## config.mk

```make
export PLATFORM = sky130hd
export DESIGN_NAME = if_stage_flat
export DESIGN_NICKNAME = d
export VERILOG_FILES = /design/src/rtl/cpu_pkg.sv /design/src/rtl/if_stage_if.sv /design/src/rtl/if_stage_if_id_reg.sv /design/src/rtl/if_stage.sv /design/src/flat_wrapper.sv
export SDC_FILE = /design/constraint.sdc
export NUM_CORES = 1
export LEC_CHECK = 0
export BUFFER_PORTS_ARGS = -buffer_cell sky130_fd_sc_hd__buf_2
export CAP_MARGIN = 20
export CORE_ASPECT_RATIO = 0.75
export CORE_UTILIZATION = 47
export DETAILED_ROUTE_END_ITERATION = 10
export GPL_TIMING_DRIVEN = 0
export PLACE_DENSITY_LB_ADDON = 0.05
export SYNTH_ARGS = -nofsm -noshare
export SYNTH_HDL_FRONTEND = slang
export SYNTH_SLANG_ARGS = --single-unit
```

## constraint.sdc

```tcl
create_clock -name clk -period 2.6 [get_ports clk]
set_clock_uncertainty 0.1 [all_clocks]
set_input_delay 0.13 -clock clk [delete_from_list [all_inputs] [get_ports clk]]
set_output_delay 0.13 -clock clk [all_outputs]
set_load 0.005 [all_outputs]
```

## src/rtl/cpu_pkg.sv

```systemverilog
// rtl/cpu_pkg.sv - shared 16-bit CPU types and constants
// Purpose: word width, opcode constants, bubble word, IF/ID register layout
//          and the fetch FSM state encoding used across the front end.
// Ports:   none (package).
// Config:  none; IF_STAGE_PERF_EN is consumed by if_stage and if_stage_if.
package cpu_pkg;

  localparam int WORD_W = 16;

  typedef enum logic [3:0] {
    OP_NOP = 4'h0,
    OP_ADD = 4'h1,
    OP_SUB = 4'h2,
    OP_AND = 4'h3,
    OP_OR  = 4'h4,
    OP_LW  = 4'h8,
    OP_SW  = 4'h9,
    OP_BEQ = 4'hC,
    OP_JMP = 4'hD,
    OP_HLT = 4'hF
  } opcode_e;

  // All-zero word doubles as the bubble instruction (opcode NOP).
  localparam logic [WORD_W-1:0] IF_NOP = 16'h0000;

  typedef struct packed {
    logic [WORD_W-1:0] instr;
    logic [WORD_W-1:0] pc_plus2;
    logic              valid;
  } if_id_t;

  localparam if_id_t IF_ID_BUBBLE = '{instr: IF_NOP, pc_plus2: '0, valid: 1'b0};

  typedef enum logic {
    ST_RUN    = 1'b0,
    ST_HALTED = 1'b1
  } fetch_state_e;

endpackage

```

## src/rtl/if_stage_if.sv

```systemverilog
// rtl/if_stage_if.sv - fetch-stage signal bundle
// Purpose: groups hazard/branch controls, instruction-memory port and IF/ID
//          outputs of the fetch stage.
// Modports: slave  - the fetch stage (takes controls + imem data, drives rest)
//           master - the surrounding pipeline / memory / bench
// Config:  IF_STAGE_PERF_EN adds perf_cycles, perf_fetched, perf_stalls.
interface if_stage_if;
  import cpu_pkg::*;

  logic              stall;
  logic              redirect;
  logic [WORD_W-1:0] redirect_pc;
  logic [WORD_W-1:0] imem_addr;
  logic [WORD_W-1:0] imem_data;
  logic [WORD_W-1:0] pc;
  logic [WORD_W-1:0] if_id_instr;
  logic [WORD_W-1:0] if_id_pc_plus2;
  logic              if_id_valid;
  logic              fetch_halted;
`ifdef IF_STAGE_PERF_EN
  logic [15:0]       perf_cycles;
  logic [15:0]       perf_fetched;
  logic [15:0]       perf_stalls;
`endif

  modport slave (
    input  stall, redirect, redirect_pc, imem_data,
    output imem_addr, pc, if_id_instr, if_id_pc_plus2, if_id_valid, fetch_halted
`ifdef IF_STAGE_PERF_EN
    , output perf_cycles, perf_fetched, perf_stalls
`endif
  );

  modport master (
    output stall, redirect, redirect_pc, imem_data,
    input  imem_addr, pc, if_id_instr, if_id_pc_plus2, if_id_valid, fetch_halted
`ifdef IF_STAGE_PERF_EN
    , input perf_cycles, perf_fetched, perf_stalls
`endif
  );

endinterface

```

## src/rtl/if_stage_if_id_reg.sv

```systemverilog
// rtl/if_stage_if_id_reg.sv - IF/ID pipeline register
// Purpose: holds the fetched instruction and its PC+2 for decode.
// Ports:   clk, rst_n (sync active-low), i_load (capture new word),
//          i_bubble (insert bubble, wins over i_load), i_instr, i_pc_plus2,
//          o_if_id (registered {instr, pc_plus2, valid}). Neither control = hold.
module if_id_reg
  import cpu_pkg::*;
(
  input  logic              clk,
  input  logic              rst_n,
  input  logic              i_load,
  input  logic              i_bubble,
  input  logic [WORD_W-1:0] i_instr,
  input  logic [WORD_W-1:0] i_pc_plus2,
  output if_id_t            o_if_id
);

  if_id_t r_if_id;

  always_ff @(posedge clk) begin
    if (!rst_n || i_bubble) begin
      r_if_id <= IF_ID_BUBBLE;
    end else if (i_load) begin
      r_if_id <= '{instr: i_instr, pc_plus2: i_pc_plus2, valid: 1'b1};
    end
  end

  assign o_if_id = r_if_id;

endmodule

```

## src/rtl/if_stage.sv

```systemverilog
// rtl/if_stage.sv - instruction-fetch stage with PC, halt FSM and IF/ID
// Purpose: owns the PC, addresses instruction memory, loads IF/ID, obeys
//          stall/redirect and stops fetching after an HLT.
// Ports:   clk, rst_n (sync active-low), bus (if_stage_if.slave: stall,
//          redirect, redirect_pc, imem_data in; imem_addr, pc, if_id_*,
//          fetch_halted out).
// Config:  IF_STAGE_PERF_EN adds saturating perf_cycles/perf_fetched/perf_stalls.
module if_stage
  import cpu_pkg::*;
#(
  parameter logic [WORD_W-1:0] RESET_PC   = 16'h0000,
  parameter logic [3:0]        HLT_OPCODE = OP_HLT
) (
  input  logic       clk,
  input  logic       rst_n,
  if_stage_if.slave  bus
);

  logic [WORD_W-1:0] r_pc;
  fetch_state_e      r_state;
  logic              r_halted;
  if_id_t            w_if_id;
  logic [WORD_W-1:0] w_pc_plus2;
  logic              w_is_hlt;
  logic              w_load;
  logic              w_bubble;

  // 16-bit add wraps FFFE -> 0000 naturally.
  assign w_pc_plus2 = r_pc + WORD_W'(2);
  assign w_is_hlt   = (bus.imem_data[15:12] == HLT_OPCODE);

  // Redirect beats stall; a stalled HALTED stage keeps its current bubble.
  assign w_load   = !bus.redirect && !bus.stall && (r_state == ST_RUN);
  assign w_bubble = bus.redirect || (!bus.stall && (r_state == ST_HALTED));

  always_ff @(posedge clk) begin
    if (!rst_n) begin
      r_pc     <= RESET_PC;
      r_state  <= ST_RUN;
      r_halted <= 1'b0;
    end else if (bus.redirect) begin
      r_pc     <= bus.redirect_pc;
      r_state  <= ST_RUN;
      r_halted <= 1'b0;
    end else if (!bus.stall) begin
      case (r_state)
        ST_RUN: begin
          if (w_is_hlt) begin
            // PC parks on the HLT so a later redirect is the only way out.
            r_state  <= ST_HALTED;
            r_halted <= 1'b1;
          end else begin
            r_pc <= w_pc_plus2;
          end
        end
        ST_HALTED: begin
          r_pc <= r_pc;
        end
        default: begin
          r_state  <= ST_RUN;
          r_halted <= 1'b0;
        end
      endcase
    end
  end

  if_id_reg u_if_id_reg (
    .clk        (clk),
    .rst_n      (rst_n),
    .i_load     (w_load),
    .i_bubble   (w_bubble),
    .i_instr    (bus.imem_data),
    .i_pc_plus2 (w_pc_plus2),
    .o_if_id    (w_if_id)
  );

  assign bus.imem_addr      = r_pc;
  assign bus.pc             = r_pc;
  assign bus.if_id_instr    = w_if_id.instr;
  assign bus.if_id_pc_plus2 = w_if_id.pc_plus2;
  assign bus.if_id_valid    = w_if_id.valid;
  assign bus.fetch_halted   = r_halted;

`ifdef IF_STAGE_PERF_EN
  logic [15:0] r_perf_cycles;
  logic [15:0] r_perf_fetched;
  logic [15:0] r_perf_stalls;

  always_ff @(posedge clk) begin
    if (!rst_n) begin
      r_perf_cycles  <= '0;
      r_perf_fetched <= '0;
      r_perf_stalls  <= '0;
    end else begin
      if (r_perf_cycles != '1) r_perf_cycles <= r_perf_cycles + 16'd1;
      if (w_load && (r_perf_fetched != '1)) r_perf_fetched <= r_perf_fetched + 16'd1;
      if (bus.stall && !bus.redirect && (r_perf_stalls != '1))
        r_perf_stalls <= r_perf_stalls + 16'd1;
    end
  end

  assign bus.perf_cycles  = r_perf_cycles;
  assign bus.perf_fetched = r_perf_fetched;
  assign bus.perf_stalls  = r_perf_stalls;
`endif

endmodule

```

## src/flat_wrapper.sv

```systemverilog
// flat-port wrapper written by rule: the top's interface ports become plain ports
module if_stage_flat import cpu_pkg::*;
#(
  parameter logic [WORD_W-1:0] RESET_PC   = 16'h0000,
  parameter logic [3:0]        HLT_OPCODE = OP_HLT
)
  (clk, rst_n, bus_stall, bus_redirect, bus_redirect_pc, bus_imem_data, bus_imem_addr, bus_pc, bus_if_id_instr, bus_if_id_pc_plus2, bus_if_id_valid, bus_fetch_halted);
  if_stage_if bus_i ();
  input  logic clk;
  input  logic rst_n;
  input wire logic [$bits(bus_i.stall)-1:0] bus_stall;
  input wire logic [$bits(bus_i.redirect)-1:0] bus_redirect;
  input wire logic [$bits(bus_i.redirect_pc)-1:0] bus_redirect_pc;
  input wire logic [$bits(bus_i.imem_data)-1:0] bus_imem_data;
  output wire logic [$bits(bus_i.imem_addr)-1:0] bus_imem_addr;
  output wire logic [$bits(bus_i.pc)-1:0] bus_pc;
  output wire logic [$bits(bus_i.if_id_instr)-1:0] bus_if_id_instr;
  output wire logic [$bits(bus_i.if_id_pc_plus2)-1:0] bus_if_id_pc_plus2;
  output wire logic [$bits(bus_i.if_id_valid)-1:0] bus_if_id_valid;
  output wire logic [$bits(bus_i.fetch_halted)-1:0] bus_fetch_halted;
  assign bus_i.stall = bus_stall;
  assign bus_i.redirect = bus_redirect;
  assign bus_i.redirect_pc = bus_redirect_pc;
  assign bus_i.imem_data = bus_imem_data;
  assign bus_imem_addr = bus_i.imem_addr;
  assign bus_pc = bus_i.pc;
  assign bus_if_id_instr = bus_i.if_id_instr;
  assign bus_if_id_pc_plus2 = bus_i.if_id_pc_plus2;
  assign bus_if_id_valid = bus_i.if_id_valid;
  assign bus_fetch_halted = bus_i.fetch_halted;
  if_stage #(.RESET_PC(RESET_PC), .HLT_OPCODE(HLT_OPCODE)) u_core (.clk(clk), .rst_n(rst_n), .bus(bus_i));
endmodule
```

* Word level (Yosys, flattened, before mapping)
Cells that the tools add are included.
Word-level totals: flip-flop bits (word level) 51, logic and storage cells 31, input port bits 36, output and inout bits 66
Cells by class: $add $sub $neg 1, bitwise logic cells 3, equal/unequal tests 4, reduce and logical (&&, ||, !) cells 11, mux-type cells 6
Operators by type and width (count):
- 16-bit 2-to-1 mux | 4
- 16-bit by 2-bit adder with 16-bit output, second input constant | 1
- 3-bit AND reduction | 2
- 4-bit == test, second input constant | 1
- 1-bit logical AND | 3
- 1-bit logical NOT | 3
- 3-bit != test, second input constant | 1
- 1-bit inverter | 3
- 1-bit logical OR | 2
- 1-bit 2-to-1 mux | 2
- 2-bit by 1-bit != test with 1-bit output, second input constant | 1
- 2-bit != test, second input constant | 1
- 2-bit OR reduction | 1

* Logic depth before layout (Yosys ltp)
Gate-level depths: netlist (run 1).
depth after elaboration 5, depth in mapped cells 5, mapped depth without buffers 5

* By module
From an unflattened synthesis (run 1), not the netlist that was laid out.
Unflattened totals: cell total of the unflattened synthesis 264, area total of the unflattened synthesis 2467.4 um^2
Modules (own cells, without submodules):
- if_stage | seq. area each 360.3 um^2, cells an instance 156, area each 1243.7 um^2, instances 1
- if_id_reg | seq. area each 660.6 um^2, cells an instance 108, area each 1223.7 um^2, instances 1

* Worst setup path after synthesis (run 1)
OpenSTA, ideal clock, no wires.
path kind reg-to-reg, from register u_core.r_pc[1], in the netlist u_core.bus.imem_addr[1], to register u_core.r_pc[13], in the netlist u_core.bus.imem_addr[13], path buffers 0, path slack 0.665 ns, period minus slack after synthesis 1.935 ns, required time 2.426 ns, arrival time 1.761 ns, stages on the path, launching flop included 6, setup time 0.074 ns, path through dfxtp_1 > ha_1 > nand4_1 > or4_4 > or3_1 > a31oi_1
On the way: cells in the longest elaborated chain, start to end 5
RTL lines:
- start: declaration | RTL line if_stage.sv:19 | logic [WORD_W-1:0] r_pc;
- start signal: assignment | RTL line if_stage.sv:42 | r_pc <= bus.redirect_pc;
- start signal: assignment | RTL line if_stage.sv:53 | r_pc <= w_pc_plus2;
- start signal: assignment | RTL line if_stage.sv:57 | r_pc <= r_pc;
- 16-bit by 2-bit adder with 16-bit output | RTL line if_stage.sv:29 | assign w_pc_plus2 = r_pc + WORD_W'(2);
- 16-bit 2-to-1 mux | RTL line if_stage.sv:48 | if (w_is_hlt) begin
- 16-bit 2-to-1 mux | RTL line if_stage.sv:46 | case (r_state)
- 16-bit 2-to-1 mux | RTL line if_stage.sv:45 | end else if (!bus.stall) begin
- 16-bit 2-to-1 mux | RTL line if_stage.sv:41 | end else if (bus.redirect) begin
Every way passes these cells. The select of a mux whose other input is x is not followed. A chain may end at the register's enable or synchronous reset.

* Worst setup path in the final report (run 1)
from register u_core.r_pc[1], in the netlist u_core.bus.imem_addr[1], to register u_core.r_pc[15], in the netlist u_core.bus.imem_addr[15]
Same word-level chain as after synthesis.

==> summary.md, run 1 <==
| Metric | Value |
|---|---|
| Port bufs | `approximately 100` |
| Synthesis-to-layout area growth | `40.3%` |
| # resized after CTS | `0` |
| Critical path, cell by cell | `ha_1, nand4_1, nor4_1, a21boi_0, o311a_1` |
| CP startpoint | `u_core.bus.imem_addr[1]` |
| Final WS setup | `between 200 and 300 ps` |
| Grt ovf | `0` |
| Worst rel slew slack | `55.2%` |
| Hold Crit Class | `primary input to flip-flop` |
| RSZ-0062 raised after global routing | `no` |
| Antenna fix cells | `0` |
| Clock Latency Late Sink | `about 310 ps` |
| Post-CTS setup buffer count | `0` |
| I/O pin count | `~100` |
| Synth Warn # | `0` |
| Status | `finished clean` |
| Setup crit end kind | `flip-flop` |
| Clk sinks | `a little over 50` |
| Worst path top cell family by delay | `simple AND/OR/NAND/NOR gates` |
| Commonest non-fill, non-tap cell in the layout | `buf_2` |
| Synth cell types | `39` |
| Vias/cell | `between 5 and 6` |
| Max Fclk | `427 MHz` |
| Detailed placement HPWL | `4.44 mm` |
| CP arrival | `~2400 ps` |
| Reg-to-reg startpoint | `u_core.bus.imem_addr[1]` |
| Critical path fanouts, max | `8` |
| Post-synth EDFFs | `0` |
| NumNets Final | `461` |
| Count of final hold-check violations | `0` |
| Number of global-route vias before repair | `between 2000 and 2500` |
| Ys flop type | `dfxtp_1` |
| Buf/Inv on CP | `0` |
| Req. time, crit path | `2710 ps` |
| Setup-failing EPs final | `0` |
| GPL Wtd Cong | `roughly 0.9` |
| Initial antenna violation count | `0` |
| FF+latch count, synth | `a little over 50` |
| Peak VDD IR | `a little under 0.4 mV` |
| Setup TNS Final | `0 ps` |
| Min Tclk post-route | `roughly 2300 ps` |
| # rows | `21` |
| Critical path launch point type | `flip-flop` |
| DRT Wirelength | `between 6 and 7 mm` |
| Ys async rst share | `0%` |
| CTS tree | `yes` |
| First-pass GRT wire length | `between 10 and 15 mm` |
| Slew Viols, Final | `0` |
| WL/cell | `13.0 um` |
| Mapped Nets | `roughly 330` |
| CTS Buf Count | `5` |
| Cts hold-fix bufs | `26` |
| Pleak | `1.46 nW` |
| Die area | `between 5000 and 6000 sq um` |
| Gate Count Post-Synth | `between 200 and 300` |
| Sequential share of the synthesized area | `a little over two fifths` |
| Clock H-tree levels | `2` |
| WHS | `approximately 13 ps` |
| Max-Cap Viols | `0` |
| Max clock buf depth | `2` |
| Share of cells above drive strength 1 | `roughly a third` |
| Number of remaining DRC errors | `0` |
| DR pass1 iterations | `4` |
| Pre-CTS WS | `around 320 ps` |
| Pwr Density | `approximately 510 nW/um^2` |
| Synthesized cell area | `2340 sq um` |
| Most frequent cells in the layout | `103 x buf_2, 51 x nand2_1, 51 x dfxtp_1` |
| Root Driver | `clkbuf_8` |
| Avg Inst Size Synth | `between 8 and 9 sq um` |
| Kind of critical path | `flip-flop to flip-flop` |
| Chip width | `83.5 um` |
| Worst-Margin Slew | `about 670 ps` |
| CP max stage delay | `610 ps` |
| Placeable core area | `approximately 4600 sq um` |
| Filler cells | `a little under 400` |
| Die height | `between 60 and 70 um` |
| Total Routing Usage GR | `about a quarter` |
| Largest net degree at the start of global routing | `16` |
| Routed vias | `about 2500` |
| Initial core utilization | `approximately 51%` |
| Initial DRC count | `between 100 and 150` |
| Clock-pin slew on the worst setup and hold paths | `90 ps` |
| Final ANT Viol Nets | `0` |
| Final period util | `roughly 90%` |
| Slowest-stage cell, CP | `nor4_1` |
| Hold Startpoint | `bus_redirect_pc[9]` |
-- registers in the layout, indices dropped and copies added, names as in the netlist --
signal	flops
u_core.bus.fetch_halted	1
u_core.bus.imem_addr	16
u_core.r_state	1
u_core.u_if_id_reg.o_if_id	33
-- logic make-up (layout without fill, tap and decap cells) --
group | Yosys count | after routing | synth area share [%]
buffers and inverters | 40 | 174 | 9.35
adders and majority gates | 1 | 1 | 0.534
and+or+nand+nor | 115 | 115 | 22.2
xor gates and xnor gates | 19 | 19 | 7.10
DFF | 51 | 51 | 43.6
AOI/OAI and AO/OA | 63 | 63 | 16.8
muxes | 1 | 1 | 0.427
-- metrics by stage --
step	total power [mW]	std cells	util [%]	instance area [sq um]
floorplan	1.00	290	-	2340
global placement	1.11	448	63.1	2920
detailed placement	1.11	448	63.1	2920
CTS	1.67	481	71.0	3290
global route	1.75	481	71.0	3290
finish	1.67	481	71.0	3290
-- metal layers --
metal | global-route usage [%] | part of all wire (%) | vias to the layer above
li1 | - | - | 1254
met1 | 32.8 | 48 | 1141
met2 | 38.5 | 45 | 89
met3 | 6.55 | 6.3 | 4
met4 | 3.81 | 0.51 | 0
met5 | 0 | 0 | -
-- worst paths after layout --
check	end	slack, ps	cells after the start
max	u_core.bus.imem_addr[15]	260	5
min	u_core.bus.imem_addr[9]	10	3
max reg2reg	u_core.bus.imem_addr[15]	260	5
min reg2reg	u_core.u_if_id_reg.o_if_id[25]	360	2
-- synth_stat cells (2+ instances only) --
| master | n | area share, % |
|---|---|---|
| a211oi_1 | 15 | 4.8 |
| a21oi_1 | 26 | 5.6 |
| a311oi_1 | 2 | 0.75 |
| a31oi_1 | 4 | 1.1 |
| and4_1 | 2 | 0.75 |
| buf_1 | 5 | 0.80 |
| buf_2 | 2 | 0.43 |
| buf_4 | 17 | 5.4 |
| clkbuf_1 | 10 | 1.6 |
| clkbuf_2 | 2 | 0.43 |
| dfxtp_1 | 51 | 44 |
| inv_1 | 4 | 0.64 |
| nand2_1 | 51 | 8.2 |
| nand3_1 | 8 | 1.7 |
| nand4_1 | 5 | 1.3 |
| nor2_1 | 30 | 4.8 |
| nor3_1 | 5 | 1.1 |
| nor4_1 | 4 | 1.1 |
| o21ai_0 | 8 | 1.7 |
| o32ai_1 | 2 | 0.75 |
| or3_1 | 2 | 0.53 |
| xnor2_1 | 14 | 5.2 |
| xor2_1 | 5 | 1.9 |
-- power breakdown --
part,internal (mW),switching [mW]
registers,0.812,0.0337
logic,0.146,0.132
clock network,0.281,0.263
total,1.24,0.429
-- worst register-to-register path, cell delays in order (launching register included) --
cell and delay [ps]:
dfxtp_1 520, ha_1 300, nand4_1 200, nor4_1 620, a21boi_0 190, o311a_1 310
-- area by class of cell --
type                            instances  area, sq um  share of cell area (%)
Inverter                                4         15.0                   0.457
Tap cell                               57         71.3                    2.17
Sequential cell                        51         1020                    31.1
Buffer                                 36          204                    6.21
Multi-Input combinational cell        199         1100                    33.5
Timing Repair Buffer                  127          766                    23.3
Clock inverter                          2         37.5                    1.14
Clock buffer                            5         68.8                    2.09
Power figures use the tool's default switching activity.
==> run 2, diff against run 1 <==
--- a/config.mk
+++ b/config.mk
@@ -5,10 +5,11 @@
 export SDC_FILE = /design/constraint.sdc
 export NUM_CORES = 1
 export LEC_CHECK = 0
+export ABC_AREA = 1
 export BUFFER_PORTS_ARGS = -buffer_cell sky130_fd_sc_hd__buf_2
 export CAP_MARGIN = 20
 export CORE_ASPECT_RATIO = 0.75
-export CORE_UTILIZATION = 47
+export CORE_UTILIZATION = 48
 export DETAILED_ROUTE_END_ITERATION = 10
 export GPL_TIMING_DRIVEN = 0
 export PLACE_DENSITY_LB_ADDON = 0.05
==> summary.md, run 2 <==
| Metric | Value |
|---|---|
| Synth area leader | `dfxtp_1 (unchanged)` |
| Setup-failing EPs final | `0 (unchanged)` |
| CTS Buf Count | `5 (unchanged)` |
| Clock-pin slew on the worst setup and hold paths | `100 ps (was 90 ps)` |
| Synth area leaders | `dfxtp_1 41%, nand2_1 15%, nor2_1 7.6%, buf_4 6.3%, a21oi_1 6.0% (was dfxtp_1 44%, nand2_1 8.2%, a21oi_1 5.6%, buf_4 5.4%, xnor2_1 5.2%)` |
| Vias/cell | `4.76 (was 5.17)` |
| Worst r2r path cells | `7 (was 5)` |
| WHS | `9.46 ps (was 13.1 ps)` |
| Critical path fanouts, max | `7 (was 8)` |
| Gate Count Post-Synth | `363 (was 290)` |
| Kind of critical path | `flip-flop to flip-flop (unchanged)` |
| Initial antenna violation count | `0 (unchanged)` |
| Synth cell types | `31 (was 39)` |
| Min Tclk post-route | `1770 ps (was 2340 ps)` |
| DRT Wirelength | `6.54 mm (was 6.25 mm)` |
| Antenna fix cells | `0 (unchanged)` |
| Setup crit end kind | `flip-flop (unchanged)` |
| GPL Wtd Cong | `0.841 (was 0.890)` |
| Port bufs | `100 (was 101)` |
| Count of final hold-check violations | `0 (unchanged)` |
| Chip width | `85.6 um (was 83.5 um)` |
| Slew Viols, Final | `0 (unchanged)` |
| Reg-to-reg slack, setup | `830 ps (was 260 ps)` |
| FF+latch count, synth | `51 (unchanged)` |
| Ys flop type | `dfxtp_1 (unchanged)` |
| Share of cells above drive strength 1 | `31.4% (was 31.6%)` |
| CTS tree | `yes (unchanged)` |
| Yosys top cell area share | `40.6% (was 43.6%)` |
| Critical path launch point type | `flip-flop (unchanged)` |
| Total Routing Usage GR | `24.3% (was 23.9%)` |
| WL/cell | `11.9 um (was 13.0 um)` |
| Hold-critical path endpoint | `u_core.bus.imem_addr[1] (was u_core.bus.imem_addr[9])` |
| Placeable core area | `4950 sq um (was 4620 sq um)` |
| Pwr Density | `492 nW/um^2 (was 508 nW/um^2)` |
| Hold Crit Class | `primary input to flip-flop (unchanged)` |
| Root Driver | `clkbuf_8 (unchanged)` |
| Avg Inst Size Synth | `6.93 sq um (was 8.08 sq um)` |
| Most frequent cells in the layout | `103 x buf_2, 100 x nand2_1, 51 x nor2_1, 51 x dfxtp_1, 37 x inv_1 (was 103 x buf_2, 51 x nand2_1, 51 x dfxtp_1)` |
| Largest register FFs | `33 (unchanged)` |
| # resized after CTS | `0 (unchanged)` |
| Initial DRC count | `141 (was 104)` |
| Total power | `1.67 mW (about the same)` |
| Synth cell count leaders | `100 x nand2_1, 51 x dfxtp_1, 51 x nor2_1 (was 51 x dfxtp_1, 51 x nand2_1, 30 x nor2_1)` |
| Number of global-route vias before repair | `2284 (was 2137)` |
| Sequential share of the synthesized area | `40.6% (was 43.6%)` |
| Synthesized cell area | `2520 sq um (was 2340 sq um)` |
| Worst-Margin Slew | `546 ps (was 666 ps)` |
| Grt ovf | `0 (unchanged)` |
| Req. time, crit path | `2680 ps (was 2710 ps)` |
| CP arrival | `1850 ps (was 2440 ps)` |
| Peak VDD IR | `0.302 mV (was 0.395 mV)` |
| Mapped Nets | `400 (was 327)` |
| Most frequent cell after synthesis | `nand2_1` |
| Number of remaining DRC errors | `0 (unchanged)` |
| Clk sinks | `51 (unchanged)` |
| Reg2reg end | `u_core.bus.imem_addr[7] (was u_core.bus.imem_addr[15])` |
| Routed vias | `2617 (was 2488)` |
| Die area | `5540 sq um (was 5270 sq um)` |
| Final ANT Viol Nets | `0 (unchanged)` |
| Initial core utilization | `50.8% (was 50.6%)` |
| Die height | `64.7 um (was 63.1 um)` |
| Reg-to-reg startpoint | `u_core.bus.imem_addr[1] (unchanged)` |
| Pleak | `1.74 nW (was 1.46 nW)` |
| Ys async rst share | `0% (unchanged)` |
| Worst rel slew slack | `63.6% (was 55.2%)` |
| DR pass1 iterations | `4 (unchanged)` |
| Hold path cells | `3 (unchanged)` |
| Clock H-tree levels | `2 (unchanged)` |
| Hold Startpoint | `rst_n (was bus_redirect_pc[9])` |
| Max clock buf depth | `2 (unchanged)` |
| RSZ-0062 raised after global routing | `no (unchanged)` |
| First-pass GRT wire length | `10.5 mm (was 10.1 mm)` |
| Largest net degree at the start of global routing | `18 (was 16)` |
| Final period util | `68.1% (was 90.0%)` |
| Post-synth EDFFs | `0 (unchanged)` |
| Max Fclk | `564 MHz (was 427 MHz)` |
| Detailed placement HPWL | `4.72 mm (was 4.44 mm)` |
| Post-CTS setup buffer count | `0 (unchanged)` |
| Synth Warn # | `0 (unchanged)` |
| Synthesis-to-layout area growth | `35.0% (was 40.3%)` |
| Max-Cap Viols | `0 (unchanged)` |
| Setup TNS Final | `0 ps (unchanged)` |
| Clock Latency Late Sink | `300 ps (was 310 ps)` |
| NumNets Final | `526 (was 461)` |
| I/O pin count | `102 (unchanged)` |
| Status | `finished clean (unchanged)` |
| Commonest non-fill, non-tap cell in the layout | `buf_2 (unchanged)` |
| # rows | `22 (was 21)` |
run 2: routing by layer:
metal / up-vias / track usage [%] / share of wire, %
li1: 1366 / - / -
met1: 1151 / 33.2 / 48
met2: 92 / 38.7 / 44
met3: 8 / 4.59 / 7.0
met4: 0 / 8.33 / 1.1
met5: - / 0 / 0
run 2: logic make-up (layout without fill, tap and decap cells):
group / Yosys count / after routing / share of synthesized area (%)
XOR/XNOR: 5 / 5 / 1.74
flip-flops: 51 / 51 / 40.6
adder cells (fa/ha/maj): 1 / 1 / 0.497
AND/OR/NAND/NOR: 183 / 183 / 31.0
buffers and inverters: 69 / 196 / 14.7
AO/OA/AOI/OAI: 54 / 54 / 11.5
run 2: worst max path at each step:
| stage | slack, ps | endpoint | startpoint |
|---|---|---|---|
| floorplan | 1100 | u_core.bus.imem_addr[7] | u_core.bus.imem_addr[1] |
| detailed placement | 870 | u_core.bus.imem_addr[7] | u_core.bus.imem_addr[1] |
| global placement | 880 | u_core.bus.imem_addr[7] | u_core.bus.imem_addr[1] |
| finish | 830 | u_core.bus.imem_addr[7] | u_core.bus.imem_addr[1] |
| CTS | 850 | u_core.bus.imem_addr[7] | u_core.bus.imem_addr[1] |
| global route | 630 | u_core.bus.imem_addr[7] | u_core.bus.imem_addr[1] |
run 2: per-stage QoR:
stage	util, %	setup slack [ps]	cell area (sq um)	cells
3_5_place_dp	62.4	872	3090	523
4_1_cts	68.6	848	3400	550
2_1_floorplan	-	1100	2520	363
5_1_grt	68.6	631	3400	550
3_3_place_gp	62.4	881	3090	523
6_report	68.6	828	3400	550
run 2: report_power, final:
part,switching (mW),internal [mW],leakage [nW]
clock network,0.273,0.290,0.0548
logic,0.136,0.132,1.27
registers,0.0312,0.809,0.416
total,0.440,1.23,1.74
run 2: timing repair:
item | in CTS | in global routing
endpoints found under the hold margin | 18 | 0
endpoints found under the setup margin | 0 | 0
hold buffers | 19 | 0
run 2: area by class of cell:
class / count / area (sq um)
plain buffers: 28 / 210
clock buffers: 5 / 68.8
clock inverters: 3 / 46.3
fillers: 459 / 1560
inverters: 41 / 159
multi-input cells: 243 / 1130
flip-flops and latches: 51 / 1020
well taps: 60 / 75.1
repair buffers: 119 / 691
run 2: critical path: stages (launching register included):
cell and delay [ps]:
dfxtp_1 490, ha_1 270, nand3_1 150, nor2_2 200
xor2_1 230, nor2_1 70, nor2_1 100, nor2_1 50
